==> src/rtl/hv_encoder_ctrl_pkg.sv <==
// rtl/hv_encoder_ctrl_pkg.sv - shared types and constants for the HV encoder micro-sequencer
package hv_encoder_ctrl_pkg;

    localparam int INST_DEPTH     = 64;
    localparam int LOOP_CNT_WIDTH = 16;
    localparam int CTRL_WIDTH     = 38;
    localparam int INST_WIDTH     = CTRL_WIDTH + 2;
    localparam int PC_WIDTH       = $clog2(INST_DEPTH);

    typedef enum logic [1:0] {
        INST_EXEC = 2'b00,
        INST_LOOP = 2'b01,
        INST_END  = 2'b10,
        INST_HALT = 2'b11
    } inst_type_e;

    typedef enum logic {
        ST_IDLE = 1'b0,
        ST_RUN  = 1'b1
    } state_e;

    // Encoder fields occupy the low 35 bits; the top 3 bits are reserved padding.
    typedef struct packed {
        logic [2:0] rsvd;
        logic [1:0] alu_mux_a;
        logic [1:0] alu_mux_b;
        logic [1:0] alu_ops;
        logic [6:0] alu_shift_amt;
        logic [1:0] bund_mux_a;
        logic [1:0] bund_mux_b;
        logic       bund_valid_a;
        logic       bund_valid_b;
        logic       bund_clr_a;
        logic       bund_clr_b;
        logic [1:0] reg_mux;
        logic [1:0] reg_rd_addr_a;
        logic [1:0] reg_rd_addr_b;
        logic [1:0] reg_wr_addr;
        logic       reg_wr_en;
        logic       qhv_wen;
        logic       qhv_clr;
        logic [1:0] qhv_mux;
        logic       qhv_am_load;
    } ctrl_t;

    // Fields that change encoder state; cleared while the encoder is stalled so
    // that a held EXEC word commits its side effects exactly once, on release.
    localparam ctrl_t CTRL_SIDE_EFFECT_MASK = '{
        rsvd:          3'b000,
        alu_mux_a:     2'b00,
        alu_mux_b:     2'b00,
        alu_ops:       2'b00,
        alu_shift_amt: 7'b0000000,
        bund_mux_a:    2'b00,
        bund_mux_b:    2'b00,
        bund_valid_a:  1'b1,
        bund_valid_b:  1'b1,
        bund_clr_a:    1'b1,
        bund_clr_b:    1'b1,
        reg_mux:       2'b00,
        reg_rd_addr_a: 2'b00,
        reg_rd_addr_b: 2'b00,
        reg_wr_addr:   2'b00,
        reg_wr_en:     1'b1,
        qhv_wen:       1'b1,
        qhv_clr:       1'b1,
        qhv_mux:       2'b00,
        qhv_am_load:   1'b1
    };

endpackage

==> src/rtl/hv_encoder_ctrl_imem.sv <==
// rtl/hv_encoder_ctrl_imem.sv - instruction store, one synchronous write port and one async read port
module hv_encoder_ctrl_imem
    import hv_encoder_ctrl_pkg::*;
(
    input  logic                  clk_i,
    input  logic                  wr_en_i,
    input  logic [PC_WIDTH-1:0]   wr_addr_i,
    input  logic [INST_WIDTH-1:0] wr_data_i,
    input  logic [PC_WIDTH-1:0]   rd_addr_i,
    output logic [INST_WIDTH-1:0] rd_data_o
);

    logic [INST_WIDTH-1:0] r_mem [INST_DEPTH];

    // Contents are deliberately left out of reset so a loaded program survives it.
    always_ff @(posedge clk_i) begin
        if (wr_en_i) begin
            r_mem[wr_addr_i] <= wr_data_i;
        end
    end

    assign rd_data_o = r_mem[rd_addr_i];

endmodule

==> src/rtl/hv_encoder_ctrl.sv <==
// rtl/hv_encoder_ctrl.sv - micro-sequencer driving encoder control words with one hardware loop level
module hv_encoder_ctrl
    import hv_encoder_ctrl_pkg::*;
(
    input  logic                  clk_i,
    input  logic                  rst_i,
    input  logic                  inst_wr_en_i,
    input  logic [PC_WIDTH-1:0]   inst_wr_addr_i,
    input  logic [INST_WIDTH-1:0] inst_wr_data_i,
    input  logic                  start_i,
    input  logic                  stall_i,
    output logic [CTRL_WIDTH-1:0] ctrl_o,
    output logic                  global_stall_o,
    output logic                  busy_o,
    output logic                  done_o,
    output logic [PC_WIDTH-1:0]   pc_o
);

    state_e                    r_state;
    state_e                    w_state_nxt;
    logic [PC_WIDTH-1:0]       r_pc;
    logic [PC_WIDTH-1:0]       w_pc_nxt;
    logic [PC_WIDTH-1:0]       r_loop_start;
    logic [PC_WIDTH-1:0]       w_loop_start_nxt;
    logic [LOOP_CNT_WIDTH-1:0] r_loop_cnt;
    logic [LOOP_CNT_WIDTH-1:0] w_loop_cnt_nxt;
    logic [LOOP_CNT_WIDTH-1:0] w_loop_n;
    logic [INST_WIDTH-1:0]     w_inst;
    logic [CTRL_WIDTH-1:0]     w_payload;
    inst_type_e                w_inst_type;
    logic [CTRL_WIDTH-1:0]     w_ctrl;
    logic                      w_done;
    logic                      w_mem_wr_en;

    // Program writes only land while the sequencer is idle.
    assign w_mem_wr_en = inst_wr_en_i && (r_state == ST_IDLE);

    hv_encoder_ctrl_imem u_imem (
        .clk_i     (clk_i),
        .wr_en_i   (w_mem_wr_en),
        .wr_addr_i (inst_wr_addr_i),
        .wr_data_i (inst_wr_data_i),
        .rd_addr_i (r_pc),
        .rd_data_o (w_inst)
    );

    assign w_inst_type = inst_type_e'(w_inst[INST_WIDTH-1 -: 2]);
    assign w_payload   = w_inst[CTRL_WIDTH-1:0];
    assign w_loop_n    = w_inst[LOOP_CNT_WIDTH-1:0];

    // Next-state, pc/loop updates and the control word for the current instruction.
    always_comb begin
        w_state_nxt      = r_state;
        w_pc_nxt         = r_pc;
        w_loop_start_nxt = r_loop_start;
        w_loop_cnt_nxt   = r_loop_cnt;
        w_ctrl           = '0;
        w_done           = 1'b0;
        case (r_state)
            ST_IDLE: begin
                if (start_i) begin
                    w_state_nxt      = ST_RUN;
                    w_pc_nxt         = '0;
                    w_loop_start_nxt = '0;
                    w_loop_cnt_nxt   = '0;
                end
            end
            ST_RUN: begin
                case (w_inst_type)
                    INST_EXEC: begin
                        if (stall_i) begin
                            w_ctrl = w_payload & ~CTRL_SIDE_EFFECT_MASK;
                        end else begin
                            w_ctrl   = w_payload;
                            w_pc_nxt = r_pc + PC_WIDTH'(1);
                        end
                    end
                    INST_LOOP: begin
                        if (!stall_i) begin
                            w_loop_start_nxt = r_pc + PC_WIDTH'(1);
                            w_loop_cnt_nxt   = (w_loop_n == '0) ? LOOP_CNT_WIDTH'(1) : w_loop_n;
                            w_pc_nxt         = r_pc + PC_WIDTH'(1);
                        end
                    end
                    INST_END: begin
                        if (!stall_i) begin
                            if (r_loop_cnt > LOOP_CNT_WIDTH'(1)) begin
                                w_loop_cnt_nxt = r_loop_cnt - LOOP_CNT_WIDTH'(1);
                                w_pc_nxt       = r_loop_start;
                            end else begin
                                w_loop_cnt_nxt = '0;
                                w_pc_nxt       = r_pc + PC_WIDTH'(1);
                            end
                        end
                    end
                    INST_HALT: begin
                        w_done      = 1'b1;
                        w_state_nxt = ST_IDLE;
                    end
                endcase
            end
        endcase
    end

    // State, program counter and loop registers.
    always_ff @(posedge clk_i) begin
        if (rst_i) begin
            r_state      <= ST_IDLE;
            r_pc         <= '0;
            r_loop_start <= '0;
            r_loop_cnt   <= '0;
        end else begin
            r_state      <= w_state_nxt;
            r_pc         <= w_pc_nxt;
            r_loop_start <= w_loop_start_nxt;
            r_loop_cnt   <= w_loop_cnt_nxt;
        end
    end

    assign ctrl_o         = w_ctrl;
    assign done_o         = w_done;
    assign busy_o         = (r_state == ST_RUN);
    assign global_stall_o = stall_i && (r_state == ST_RUN);
    assign pc_o           = r_pc;

endmodule
==> config.mk <==
export PLATFORM = sky130hd
export DESIGN_NAME = hv_encoder_ctrl
export DESIGN_NICKNAME = d
export VERILOG_FILES = /design/src/rtl/hv_encoder_ctrl_pkg.sv /design/src/rtl/hv_encoder_ctrl_imem.sv /design/src/rtl/hv_encoder_ctrl.sv
export SDC_FILE = /design/constraint.sdc
export NUM_CORES = 2
export LEC_CHECK = 0
export CORE_ASPECT_RATIO = 1.5
export CORE_UTILIZATION = 40
export DETAILED_ROUTE_END_ITERATION = 10
export GPL_TIMING_DRIVEN = 0
export MAX_ROUTING_LAYER = met4
export PLACE_DENSITY = 0.55
export SYNTH_ARGS = -nofsm -noshare
export SYNTH_HDL_FRONTEND = slang
export SYNTH_HIERARCHICAL = 1
export SYNTH_SLANG_ARGS = --single-unit
==> constraint.sdc <==
create_clock -name clk_i -period 13.52 [get_ports clk_i]
set_clock_uncertainty 0.15 [all_clocks]
set_input_delay 2.028 -clock clk_i [delete_from_list [all_inputs] [get_ports clk_i]]
set_output_delay 2.028 -clock clk_i [all_outputs]
set_load 0.005 [all_outputs]
# Word-level counts from Yosys, hierarchy flattened
# Memory sizes are Yosys's and may differ from the RTL's. A register that Yosys moved wholly into a read port is not among the register bits.
# Cells that the tools add are included.
[op_classes] bitwise=1 eq_ne=11 reduce_logical=8 n_addsub=2 mux=27 div_mod_pow=0 multipliers=0 n_lt_le_gt_ge=1 shifts=0
[ops] cell="$mux W16" count=5
[ops] cell="$mux W38" count=2
[ops] cell="$pmux W16 S2" count=2
[ops] cell="$mux W6" count=7
[ops] cell="$pmux W6 S2" count=3
[ops] cell="$mux W18" count=1
[ops] cell="$gt A16 B1 Y1 const B" count=1
[ops] cell="$logic_not A16 Y1" count=1
[ops] cell="$sub A16 B1 Y16 const B" count=1
[ops] cell="$ne A3 B3 Y1 const B" count=3
[ops] cell="$reduce_and A4 Y1" count=2
[ops] cell="$add A6 B1 Y6 const B" count=1
[ops] cell="$mux W1" count=6
[ops] cell="$eq A2 B2 Y1 const B" count=2
[ops] cell="$ne A2 B2 Y1 const B" count=2
[ops] cell="$ne A3 B1 Y1 const B" count=1
[ops] cell="$ne A3 B2 Y1 const B" count=1
[ops] cell="$reduce_and A3 Y1" count=1
[ops] cell="$eq A2 B1 Y1 const B" count=1
[ops] cell="$logic_and A1 B1 Y1" count=2
[ops] cell="$logic_not A2 Y1" count=1
[ops] cell="$ne A2 B1 Y1 const B" count=1
[ops] cell="$pmux W1 S2" count=1
[ops] cell="$reduce_or A2 Y1" count=1
[ops] cell="$not A1 Y1" count=1
[totals] memories=1 mem_bits_rw=2560 latchBits=0 output_inout_bits=47 mem_bits_ro=0 register_bits=29 input_bits=51
[mem_list] memory="u_imem.r_mem" depth=64 word_bits=40 read_ports=1 rd_ports_with_merged_regs=1 write_ports=1 line_no="hv_encoder_ctrl_imem.sv:13" text="logic [INST_WIDTH-1:0] r_mem [INST_DEPTH];"

# Longest topological paths before layout
[logic_depth] depth_word=7 ltp_mapped=14 ltp_nobuf=10

# Modules after synthesis
# The synthesis kept the hierarchy.
[modules_own_cells] mod="hv_encoder_ctrl_imem" seq_area_each_um2=76873.7 cells_per_inst=4155 area_per_inst_um2=97035.6 instances=1
[modules_own_cells] mod="hv_encoder_ctrl" seq_area_each_um2=580.6 cells_per_inst=276 area_per_inst_um2=2075.7 instances=1

# Worst setup path before layout
# Ideal clock, no wire load.
[synth_timing] kind="input to register" startpoint="input port inst_wr_en_i" endpoint="memory u_imem/r_mem[48][0] (netlist bit) (enable)" t_arrival_ps=5416 required_ps=12883 cell_stages=4 slack_ps=7467 path_buffers=0 cell_sequence="nor2b_1 -> nor2b_1 -> nand4b_1 -> nor3_1"
[synth_via] elab_chain_len=3
[synth_lines] element="start, declared" line_no="hv_encoder_ctrl.sv:7" text="input logic inst_wr_en_i,"
[synth_lines] element="$logic_and A1 B1 Y1" line_no="hv_encoder_ctrl.sv:36" text="assign w_mem_wr_en = inst_wr_en_i && (r_state == ST_IDLE);"
[synth_lines] element="$mux W1" line_no="hv_encoder_ctrl_imem.sv:17" text="if (wr_en_i) begin"
[synth_lines] element="$mux W1 (not written as such)" line_no="hv_encoder_ctrl_imem.sv:18" text="r_mem[wr_addr_i] <= wr_data_i;"
[synth_lines] element="end, declared" line_no="hv_encoder_ctrl_imem.sv:13"
# Every way passes these cells.

==> metrics.txt <==
status=finished, violations left; failing checks=max-capacitance violations, max-slew violations; CTS tree=yes; Metal-1 WL=110700 um; most frequent CP cell=clkbuf_1; Post-synth EDFFs=2560; layout cells sized above 1=27.45%; Cell Chain, Critical Path=clkbuf_1 > nand3b_1 > clkbuf_1 > o22ai_1 > nor4_1 > o22a_1 > clkbuf_1 > nor3b_1 > clkbuf_1 > and2_1 > clkdlybuf4s50_1; final hold vios=0; Die Span Y=611.6 um; Cell Count Post-Placement=7957; RSZ-0062 raised after global routing=false; Via density=5.955; syn nets=4485; Met2 Wirelength=158700 um; period utilisation layout=77.75%; DP HPWL=208700 um; DRT Pass-1 Iters=5; Initial Util=40.27%; Seq/Total Area, Yosys=78.15%; WL/cell=35.87 um; worst min path class=reg2reg; Place WS=3754 ps; vias in the first global route=50.55k; vias post-DR=50.01k; Worst Path Buf+Inv=5; min cycle time layout=10510 ps; Mean Syn Cell Area=22.37 um^2; clk root buf=clkbuf_16; Worst path max stage delay=1110 ps; Finished Layout Cells=8398; Yosys Warn Count=6; Die W=408.4 um; setup violators final=0; CP arrival=8330 ps; CP delay by family, top=buffers and inverters; initial antenna violation count=33; Skew-Pair Late Insertion Delay=910 ps; WL met3=19270 um; Slew @ Worst Pin=1699 ps; Fin Setup TNS=0 ps; # H-tree levels=4; PortBufs=91; GR Overflow Total=0; core area=246100 um^2; critical path peak fanout=13; initial drt markers=5597; critical path's slowest cell=dfxtp_1; residual DRC count=0; Num CTS Buffers=234; final wirelength=301200 um; FF+latch count, synth=2589; Leak Pwr=34.44 nW; Top Layer Used=met4; CP Launch Type=flip-flop; Max Slew Vio Count=4; Die Area=249800 um^2; Area after DPL=108000 um^2; Rel. slew slack=-14.32%; Clock Path Buffers=4; final worst setup slack=3008 ps; Filler cells=20.31k; Max Fclk=95.13 MHz; final instance area=115200 um^2; PostCTS Resize Cnt=0; io pins=98; largest net degree at the start of global routing=65; fraction of registers with async set/reset=0%; first-pass GRT wire length=412900 um; Final ANT Viol Nets=0; clock sink count=2589; Post-CTS Setup Inserts=0; Peak VDD IR=0.1213 mV; GRT Total Usage=24.63%; crit path capture type=output pin; WS Path Type=reg2out; Cell Pwr Density=137.4 nW/um^2; Gate Count Post-Synth=4431; Synth Cell Area=99110 um^2; primary flip-flop cell chosen by synthesis mapping=edfxtp_1; Req. time, crit path=11340 ps; Cell variety after synth=63; number of hold buffers added after CTS=0; Synth-to-Final Area Change=16.28%; placer's final routability congestion estimate=0.8551; CTS clk-pin slew, worst paths=60 ps; Max-Cap Viols=2; Std-Cell Rows=223; Nets=4987
state kept, by name, indices dropped and copies added (netlist names):
signal        count
u_imem/r_mem   2560
r_loop_cnt       16
pc_o              6
r_loop_start      6
busy_o            1
layout make-up:
class	count	area (um^2)	area share [%]
sequential	2589	77450	67.21
tap	3262	4081	3.541
antenna	21	52.55	0.04560
inverter	5	18.77	0.01628
buffer	252	1296	1.125
timing repair buffer	266	4217	3.659
clock inverter	142	1200	1.041
multi-input combinational	1585	20920	18.15
clock buffer	276	6013	5.218
routing by layer:
| metal | global-route usage (%) | vias up |
|---|---|---|
| met3 | 3.677 | 513 |
| li1 | - | 19960 |
| met5 | - | - |
| met1 | 28.74 | 27490 |
| met2 | 43.02 | 2052 |
| met4 | 9.139 | 0 |
Yosys cell counts (11+ instances only):
library cell	count	area share (%)
dfxtp_1	29	0.59
nor2b_1	20	0.13
mux2_2	38	0.43
nor3_1	11	0.056
nand2_1	46	0.17
o21ai_1	15	0.076
nand3_1	23	0.12
buf_1	21	0.080
a22o_1	16	0.14
mux4_2	608	14
o22a_1	26	0.23
o21ai_0	16	0.081
nand2b_1	16	0.10
a22oi_1	25	0.19
mux2i_1	118	1.2
o221ai_1	42	0.37
clkbuf_1	91	0.34
nor2_1	120	0.45
edfxtp_1	2560	78
o22ai_1	144	0.91
buf_4	50	0.38
nor4_1	39	0.25
a21oi_1	92	0.46
and2_1	44	0.28
buf_2	82	0.41
a221oi_1	35	0.31
report_power, final:
group	total [W]	internal, W	switching [W]
sequential	0.00885	0.00884	0.00000760
clock	0.00647	0.00356	0.00292
combinational	0.000516	0.000180	0.000335
total	0.0158	0.0126	0.00326
cells by family after synthesis:
family                   Yosys count  share of synthesized area, %
AND/OR/NAND/NOR                  360                         1.887
AO/OA/AOI/OAI                    449                         3.080
multiplexers                     764                         15.44
adder cells (fa/ha/maj)            3                       0.03788
XOR/XNOR                           9                       0.07953
buffers and inverters            257                         1.327
flip-flops                      2589                         78.15
worst min-delay path: stages (launching register included):
cell     delay, ps
dfxtp_1        310
nand3_1         60
a21oi_1         60
through the flow:
stage,total power [W],hold slack [ps],util (%)
after global placement,0.009516,311.9,42.30
after detailed placement,0.009541,316.3,43.87
after global routing,0.01624,348.1,46.83
after floorplan,0.009249,293.7,-
after CTS,0.01595,324.2,46.80
final,0.01584,320.3,46.83
path summary, 6_finish.rpt:
| path | from | endpoint | slack (ps) | depth (start not counted) |
|---|---|---|---|---|
| setup reg to reg | pc_o[3] | pc_o[4] | 6670 | 13 |
| hold / removal | r_loop_start[4] | r_loop_start[4] | 320 | 2 |
| setup / recovery | pc_o[4] | ctrl_o[23] | 3010 | 11 |
| hold reg to reg | r_loop_start[4] | r_loop_start[4] | 320 | 2 |
layout by cell type, fill, tap and decap left out, types with 69 or more instances in the layout:
cell	count
edfxtp_1	2560
mux2i_1	118
o22ai_1	144
clkbuf_16	234
clkbuf_1	133
mux4_2	608
a21oi_1	92
buf_2	122
buf_12	122
clkinv_1	69
Power figures use the tool's default switching activity.
